[src/rtl/uart_tx_if.sv]
// uart_tx parallel-side handshake bundle.
// The producer drives data/valid; the transmitter answers with ready.
interface uart_tx_if #(
  parameter int DATA_BITS = 8
);
  logic [DATA_BITS-1:0] tx_data;
  logic                 tx_valid;
  logic                 tx_ready;

  modport master (
    output tx_data,
    output tx_valid,
    input  tx_ready
  );

  modport slave (
    input  tx_data,
    input  tx_valid,
    output tx_ready
  );
endinterface

[src/rtl/uart_tx.sv]
// uart_tx: baud-tick driven serial transmitter, LSB first.
// Frame is start, DATA_BITS data, optional parity, STOP_BITS stop.
module uart_tx #(
  parameter int DATA_BITS = 8,
  parameter int PARITY    = 0,
  parameter int STOP_BITS = 1
) (
  input  logic     clk,
  input  logic     rst,
  input  logic     baud_tick,
  uart_tx_if.slave bus,
  output logic     txd,
  output logic     tx_busy,
  output logic     tx_done
);

  typedef enum logic [2:0] {
    IDLE,
    ALIGN,
    START,
    DATA,
    PAR,
    STOP
  } state_t;

  localparam logic [3:0] BIT_LAST  = 4'(DATA_BITS - 1);
  localparam logic       STOP_LAST = 1'(STOP_BITS - 1);
  localparam bit         HAS_PAR   = (PARITY != 0);
  localparam bit         ODD_PAR   = (PARITY == 2);

  state_t               state;
  logic [DATA_BITS-1:0] shreg;
  logic                 par_bit;
  logic [3:0]           bit_cnt;
  logic                 stop_cnt;

  assign bus.tx_ready = (state == IDLE);
  assign tx_busy      = (state != IDLE);

  // Frame sequencer; every line change is registered on a baud tick.
  always_ff @(posedge clk) begin
    if (rst) begin
      state    <= IDLE;
      txd      <= 1'b1;
      tx_done  <= 1'b0;
      shreg    <= '0;
      par_bit  <= 1'b0;
      bit_cnt  <= '0;
      stop_cnt <= 1'b0;
    end else begin
      tx_done <= 1'b0;
      unique case (state)
        IDLE: begin
          txd <= 1'b1;
          if (bus.tx_valid) begin
            shreg   <= bus.tx_data;
            par_bit <= (^bus.tx_data) ^ ODD_PAR;
            state   <= ALIGN;
          end
        end
        ALIGN: begin
          txd <= 1'b1;
          if (baud_tick) begin
            txd   <= 1'b0;
            state <= START;
          end
        end
        START: begin
          if (baud_tick) begin
            txd     <= shreg[0];
            shreg   <= shreg >> 1;
            bit_cnt <= '0;
            state   <= DATA;
          end
        end
        DATA: begin
          if (baud_tick) begin
            if (bit_cnt == BIT_LAST) begin
              if (HAS_PAR) begin
                txd   <= par_bit;
                state <= PAR;
              end else begin
                txd      <= 1'b1;
                stop_cnt <= 1'b0;
                state    <= STOP;
              end
            end else begin
              txd     <= shreg[0];
              shreg   <= shreg >> 1;
              bit_cnt <= bit_cnt + 4'd1;
            end
          end
        end
        PAR: begin
          if (baud_tick) begin
            txd      <= 1'b1;
            stop_cnt <= 1'b0;
            state    <= STOP;
          end
        end
        STOP: begin
          if (baud_tick) begin
            if (stop_cnt == STOP_LAST) begin
              tx_done <= 1'b1;
              state   <= IDLE;
            end else begin
              stop_cnt <= stop_cnt + 1'b1;
            end
          end
        end
        default: begin
          txd   <= 1'b1;
          state <= IDLE;
        end
      endcase
    end
  end

endmodule
[src/flat_wrapper.sv]
// flat-port wrapper written by rule: the top's interface ports become plain ports
module uart_tx_flat 
#(
  parameter int DATA_BITS = 8,
  parameter int PARITY    = 0,
  parameter int STOP_BITS = 1
)
  (clk, rst, baud_tick, txd, tx_busy, tx_done, bus_tx_data, bus_tx_valid, bus_tx_ready);
  uart_tx_if #(.DATA_BITS(DATA_BITS)) bus_i ();
  input  logic clk;
  input  logic rst;
  input  logic baud_tick;
  output logic txd;
  output logic tx_busy;
  output logic tx_done;
  input wire logic [$bits(bus_i.tx_data)-1:0] bus_tx_data;
  input wire logic [$bits(bus_i.tx_valid)-1:0] bus_tx_valid;
  output wire logic [$bits(bus_i.tx_ready)-1:0] bus_tx_ready;
  assign bus_i.tx_data = bus_tx_data;
  assign bus_i.tx_valid = bus_tx_valid;
  assign bus_tx_ready = bus_i.tx_ready;
  uart_tx #(.DATA_BITS(DATA_BITS), .PARITY(PARITY), .STOP_BITS(STOP_BITS)) u_core (.clk(clk), .rst(rst), .baud_tick(baud_tick), .bus(bus_i), .txd(txd), .tx_busy(tx_busy), .tx_done(tx_done));
endmodule
[config.mk]
export PLATFORM = sky130hd
export DESIGN_NAME = uart_tx_flat
export DESIGN_NICKNAME = d
export VERILOG_FILES = /design/src/rtl/uart_tx_if.sv /design/src/rtl/uart_tx.sv /design/src/flat_wrapper.sv
export SDC_FILE = /design/constraint.sdc
export NUM_CORES = 1
export LEC_CHECK = 0
export CORE_ASPECT_RATIO = 1.2
export CORE_MARGIN = 2
export CORE_UTILIZATION = 45
export CTS_CLUSTER_SIZE = 28
export DETAILED_ROUTE_END_ITERATION = 7
export PLACE_DENSITY_LB_ADDON = 0.25
export SLEW_MARGIN = 10
export SYNTH_ARGS = -nofsm -noshare
export SYNTH_HDL_FRONTEND = slang
export SYNTH_SLANG_ARGS = --single-unit
[constraint.sdc]
create_clock -name clk -period 3.49 [get_ports clk]
set_input_delay 0.698 -clock clk [delete_from_list [all_inputs] [get_ports clk]]
set_output_delay 0.698 -clock clk [all_outputs]
set_load 0.03 [all_outputs]
== Word-level counts from Yosys, hierarchy flattened ==
Cells that the tools add are included.
Operators by class
  add/subtract/negate cells: 2
  bitwise gates (word level): 2
  reduce and logical (&&, ||, !) cells: 11
  equality and inequality tests: 15
  multiplexer cells: 31
Operator list (count)
  8-bit 2-to-1 mux: 4
  3-bit 2-to-1 mux: 8
  8-bit case mux with 3 select lines: 1
  3-bit case mux with 6 select lines: 1
  2-bit inequality test, second input constant: 8
  4-bit 2-to-1 mux: 3
  1-bit 2-to-1 mux: 11
  5-bit AND reduction: 2
  3-bit nonzero test: 3
  4-bit case mux with 2 select lines: 1
  4-bit AND reduction: 2
  8-bit AND reduction: 1
  3-bit by 2-bit equality test with 1-bit output, second input constant: 2
  3-bit equality test, second input constant: 2
  1-bit case mux with 5 select lines: 1
  4-bit by 1-bit adder with 4-bit output, second input constant: 1
  4-bit by 3-bit equality test with 1-bit output, second input constant: 1
  3-bit by 1-bit equality test with 1-bit output, second input constant: 1
  3-bit zero test: 1
  1-bit case mux with 3 select lines: 1
  3-bit OR reduction: 1
  2-bit by 1-bit inequality test with 1-bit output, second input constant: 1
  1-bit NOT: 2
  2-bit nonzero test: 1
  1-bit adder, second input constant: 1
Word-level totals
  bits of input ports: 12
  register bits: 18

== Logic depth before layout (Yosys ltp) ==
  depth after elaboration: 4
  depth in mapped cells: 5
  mapped depth without buffers: 4

== Worst setup path after synthesis ==
Ideal clock, no wire load.
  path kind: register to output
  from: reg u_core.state[1]
  to: out tx_busy
  required time: 2792 ps
  setup slack: 1013 ps
  arrival: 1779 ps
  path buffers: 2
  stages on the path, launching flop included: 5
  cells stage by stage: dfxtp_1 -> buf_6 -> buf_2 -> nor3_1 -> inv_1
Between the ends
  longest elaborated chain between the ends: 1
RTL lines
  from (decl): RTL line uart_tx.sv:31  | state_t state;
  from (signal assigned): RTL line uart_tx.sv:43  | state <= IDLE;
  from (signal assigned): RTL line uart_tx.sv:58  | state <= ALIGN;
  from (signal assigned): RTL line uart_tx.sv:65  | state <= START;
  3-bit nonzero test: RTL line uart_tx.sv:38  | assign tx_busy = (state != IDLE);
  to (decl): RTL line flat_wrapper.sv:14  | output logic tx_busy;
Every way passes these cells.

== Worst setup path in the final report ==
  from: reg u_core.state[0]
  to: out bus_tx_ready
Between the ends
  longest elaborated chain between the ends: 1
RTL lines
  3-bit zero test: RTL line uart_tx.sv:37  | assign bus.tx_ready = (state == IDLE);
  to (decl): RTL line flat_wrapper.sv:18  | output wire logic [$bits(bus_i.tx_ready)-1:0] bus_tx_ready;
Every way passes these cells.

==> impl_metrics.toml <==
[pwr]
p_clk_frac = 0.253
p_comb_frac = 0.226
switching_share = 0.284
power_frac_seq = 0.522
power.leakage_nw = 0.439
power.density_nw_per_um2 = 370
switching_power_uw = 117
vdd_drop_max_uv = 265
intPower_uw = 296

[yosys]
ys.warnings.count = 0
synth.most_common_cell = "dfxtp_1"
synth_common_cells = "17 x dfxtp_1, 15 x nand2_1, 8 x mux2_2"
synth_seq_cells = 17
yosys.area.top_type = "dfxtp_1"
synth_top_area_share = 0.362
yosys_most_used_dff = "dfxtp_1"
syn-instance-count = 104
syn-mean-instance-area_um2 = 9.05
postSynthNetCount = 117
synth_area_um2 = 941
async_flop_share = 0
synth-edff-count = 0
synth_seq_area_share = 0.362
synth_top_cells_by_area = "dfxtp_1 36%, mux2_2 9.6%, mux2i_1 7.4%"
yosysUniqueCellTypes = 36

[setup_path]
critPathCaptureType = "primary output"
start_kind = "flop"
worstPathArrival_ns = 1.92
crit_path_top_delay_cell = "clkdlybuf4s50_1"
critPathMaxStageDelay_ns = 0.76
required_ns = 2.79
timing.rr.end = "u_core.shreg[4]"
reg2reg_from = "u_core.state[1]"
crit_path_max_fanout = 12
crit_chain = "nor3_1, clkdlybuf4s50_1"
reg2reg_depth = 4
rrSetupSlack_ns = 1.71
worstSetupPathType = "reg -> out"

[clocking]
cts_tree = "done"
h-tree-depth = 1
clkTransAtPathRegs_ns = 0.10
cts_setup_buffers = 0
numCtsBuffers = 3
root_buffer = "clkbuf_4"
clk_latency_ns = 0.29
ctsHoldBuffers = 0
cts.sinks = 17
cts_resized = 0
cts_buffer_depth = 2

[hold_path]
hold_class = "reg -> reg"
whs_path_depth = 2
hold_end = "u_core.shreg[2]"
hold_start = "u_core.shreg[2]"

[grt]
grt_pass1_vias = 737
grt_pass1_wl_um = 3300
gr-total-overflow = 0
grt_usage = 0.186
antenna_found_initial = 0
grt_max_degree = 21

[die]
row_count = 18
dieArea_um2 = 2470
start_util = 0.464
die_y_um = 54.1
core_area_um2 = 2030
die_x_um = 45.7
ios = 16

[sta]
final.setup.tns_ns = 0
tightest_slew_ns = 0.473
hold_violations = 0
slew_headroom = 0.684
period_minus_slack_ns = 2.62
fin_crit_sh = 0.751
slew_violations = 0
setup_viol = 0
rsz0062_at_grt = "no"
skew_ns = 0.00595
fmax_mhz = 381

[routing]
drc = 0
first_pass_iters = 4
vias = 800
ant_nets = 0
via_per_inst = 5.80
drt_iter0_drc = 16
routed_wl_um = 1910
routedWlPerCell_um = 13.8

[finish]
multiInputGateArea_um2 = 556
nFillCells = 196
nets = 132
antenna_cells = 0
regArea_um2 = 340
layout-drive-gt1-share = 0.136
utilization = 0.551
area_growth_pct = 18.7

[status]
status = "completed"

[placed_design]
dp_hpwl_um = 1370
numPortBuffers = 15
gp_congestion = 0.823

[flow_run]
cap_violations = 0
-- worst max path at each step --
stage	slack [ns]	depth (start not counted)	end	start
final	0.87	2	bus_tx_ready	u_core.state[0]
after global routing	0.79	2	bus_tx_ready	u_core.state[0]
after CTS	0.86	2	bus_tx_ready	u_core.state[0]
after detailed placement	1.06	4	u_core.shreg[4]	baud_tick
after global placement	1.10	4	u_core.shreg[4]	baud_tick
after floorplan	1.01	4	tx_busy	u_core.state[1]
-- state kept, by name, summed over array words and instances, names as in the netlist --
register        count
u_core.bit_cnt      4
u_core.state        3
u_core.tx_done      1
u_core.txd          1
u_core.shreg        8
-- through the flow --
stage	power, mW	setup slack (ns)	instances	instance area (µm²)	hold WS [ns]
after floorplan	0.282	1.01	104	941	0.435
after global placement	0.311	1.10	134	1090	0.443
after detailed placement	0.313	1.06	134	1090	0.456
after CTS	0.418	0.864	138	1120	0.471
after global routing	0.437	0.788	138	1120	0.497
final	0.414	0.868	138	1120	0.468
-- power by group through the flow --
stage | combinational [mW] | clock [mW] | sequential (mW)
after floorplan | 0.0651 | 0 | 0.217
after global placement | 0.0912 | 0 | 0.220
after detailed placement | 0.0932 | 0 | 0.220
after CTS | 0.0939 | 0.109 | 0.215
after global routing | 0.102 | 0.118 | 0.217
final | 0.0933 | 0.104 | 0.216
-- cell usage in the layout, fill, tap and decap left out, types with 3 or more instances in the layout --
| master | instances |
|---|---|
| a21oi_1 | 5 |
| o21ai_0 | 4 |
| mux2_2 | 8 |
| nor2b_1 | 3 |
| clkbuf_4 | 3 |
| clkdlybuf4s50_1 | 15 |
| nand2_1 | 15 |
| nor2_1 | 7 |
| dfxtp_1 | 17 |
| nand3_1 | 3 |
| inv_1 | 3 |
| mux2i_1 | 7 |
-- critical path, delay by kind of cell (launching register included) --
| family | cells | cell delay [ns] |
|---|---|---|
| flip-flops | 1 | 0.44 |
| buffers and inverters | 1 | 0.76 |
| AND/OR/NAND/NOR | 1 | 0.44 |
-- area by class of cell --
cell class / count / share of cell area
clock buffer: 3 / 0.0202
clock inverter: 1 / 0.00448
inverter: 3 / 0.0101
multi-input combinational: 78 / 0.497
sequential: 17 / 0.305
tap: 20 / 0.0224
timing repair buffer: 16 / 0.141
-- cells by family after synthesis --
logic type | after synthesis | synth area share
AOI/OAI and AO/OA | 17 | 0.130
adders and majority gates | 1 | 0.0133
and+or+nand+nor | 44 | 0.267
DFF | 17 | 0.362
xor gates and xnor gates | 1 | 0.00931
muxes | 15 | 0.170
buffers and inverters | 9 | 0.0479
-- per-layer routing --
| metal | GRT usage | vias up | wire length, µm |
|---|---|---|---|
| met4 | 0.0952 | 0 | 19 |
| met2 | 0.300 | 23 | 920 |
| met5 | 0 | - | 0 |
| li1 | - | 397 | - |
| met3 | 0.0302 | 2 | 100 |
| met1 | 0.234 | 378 | 868 |
No activity file was read; power rests on OpenSTA's default activity.
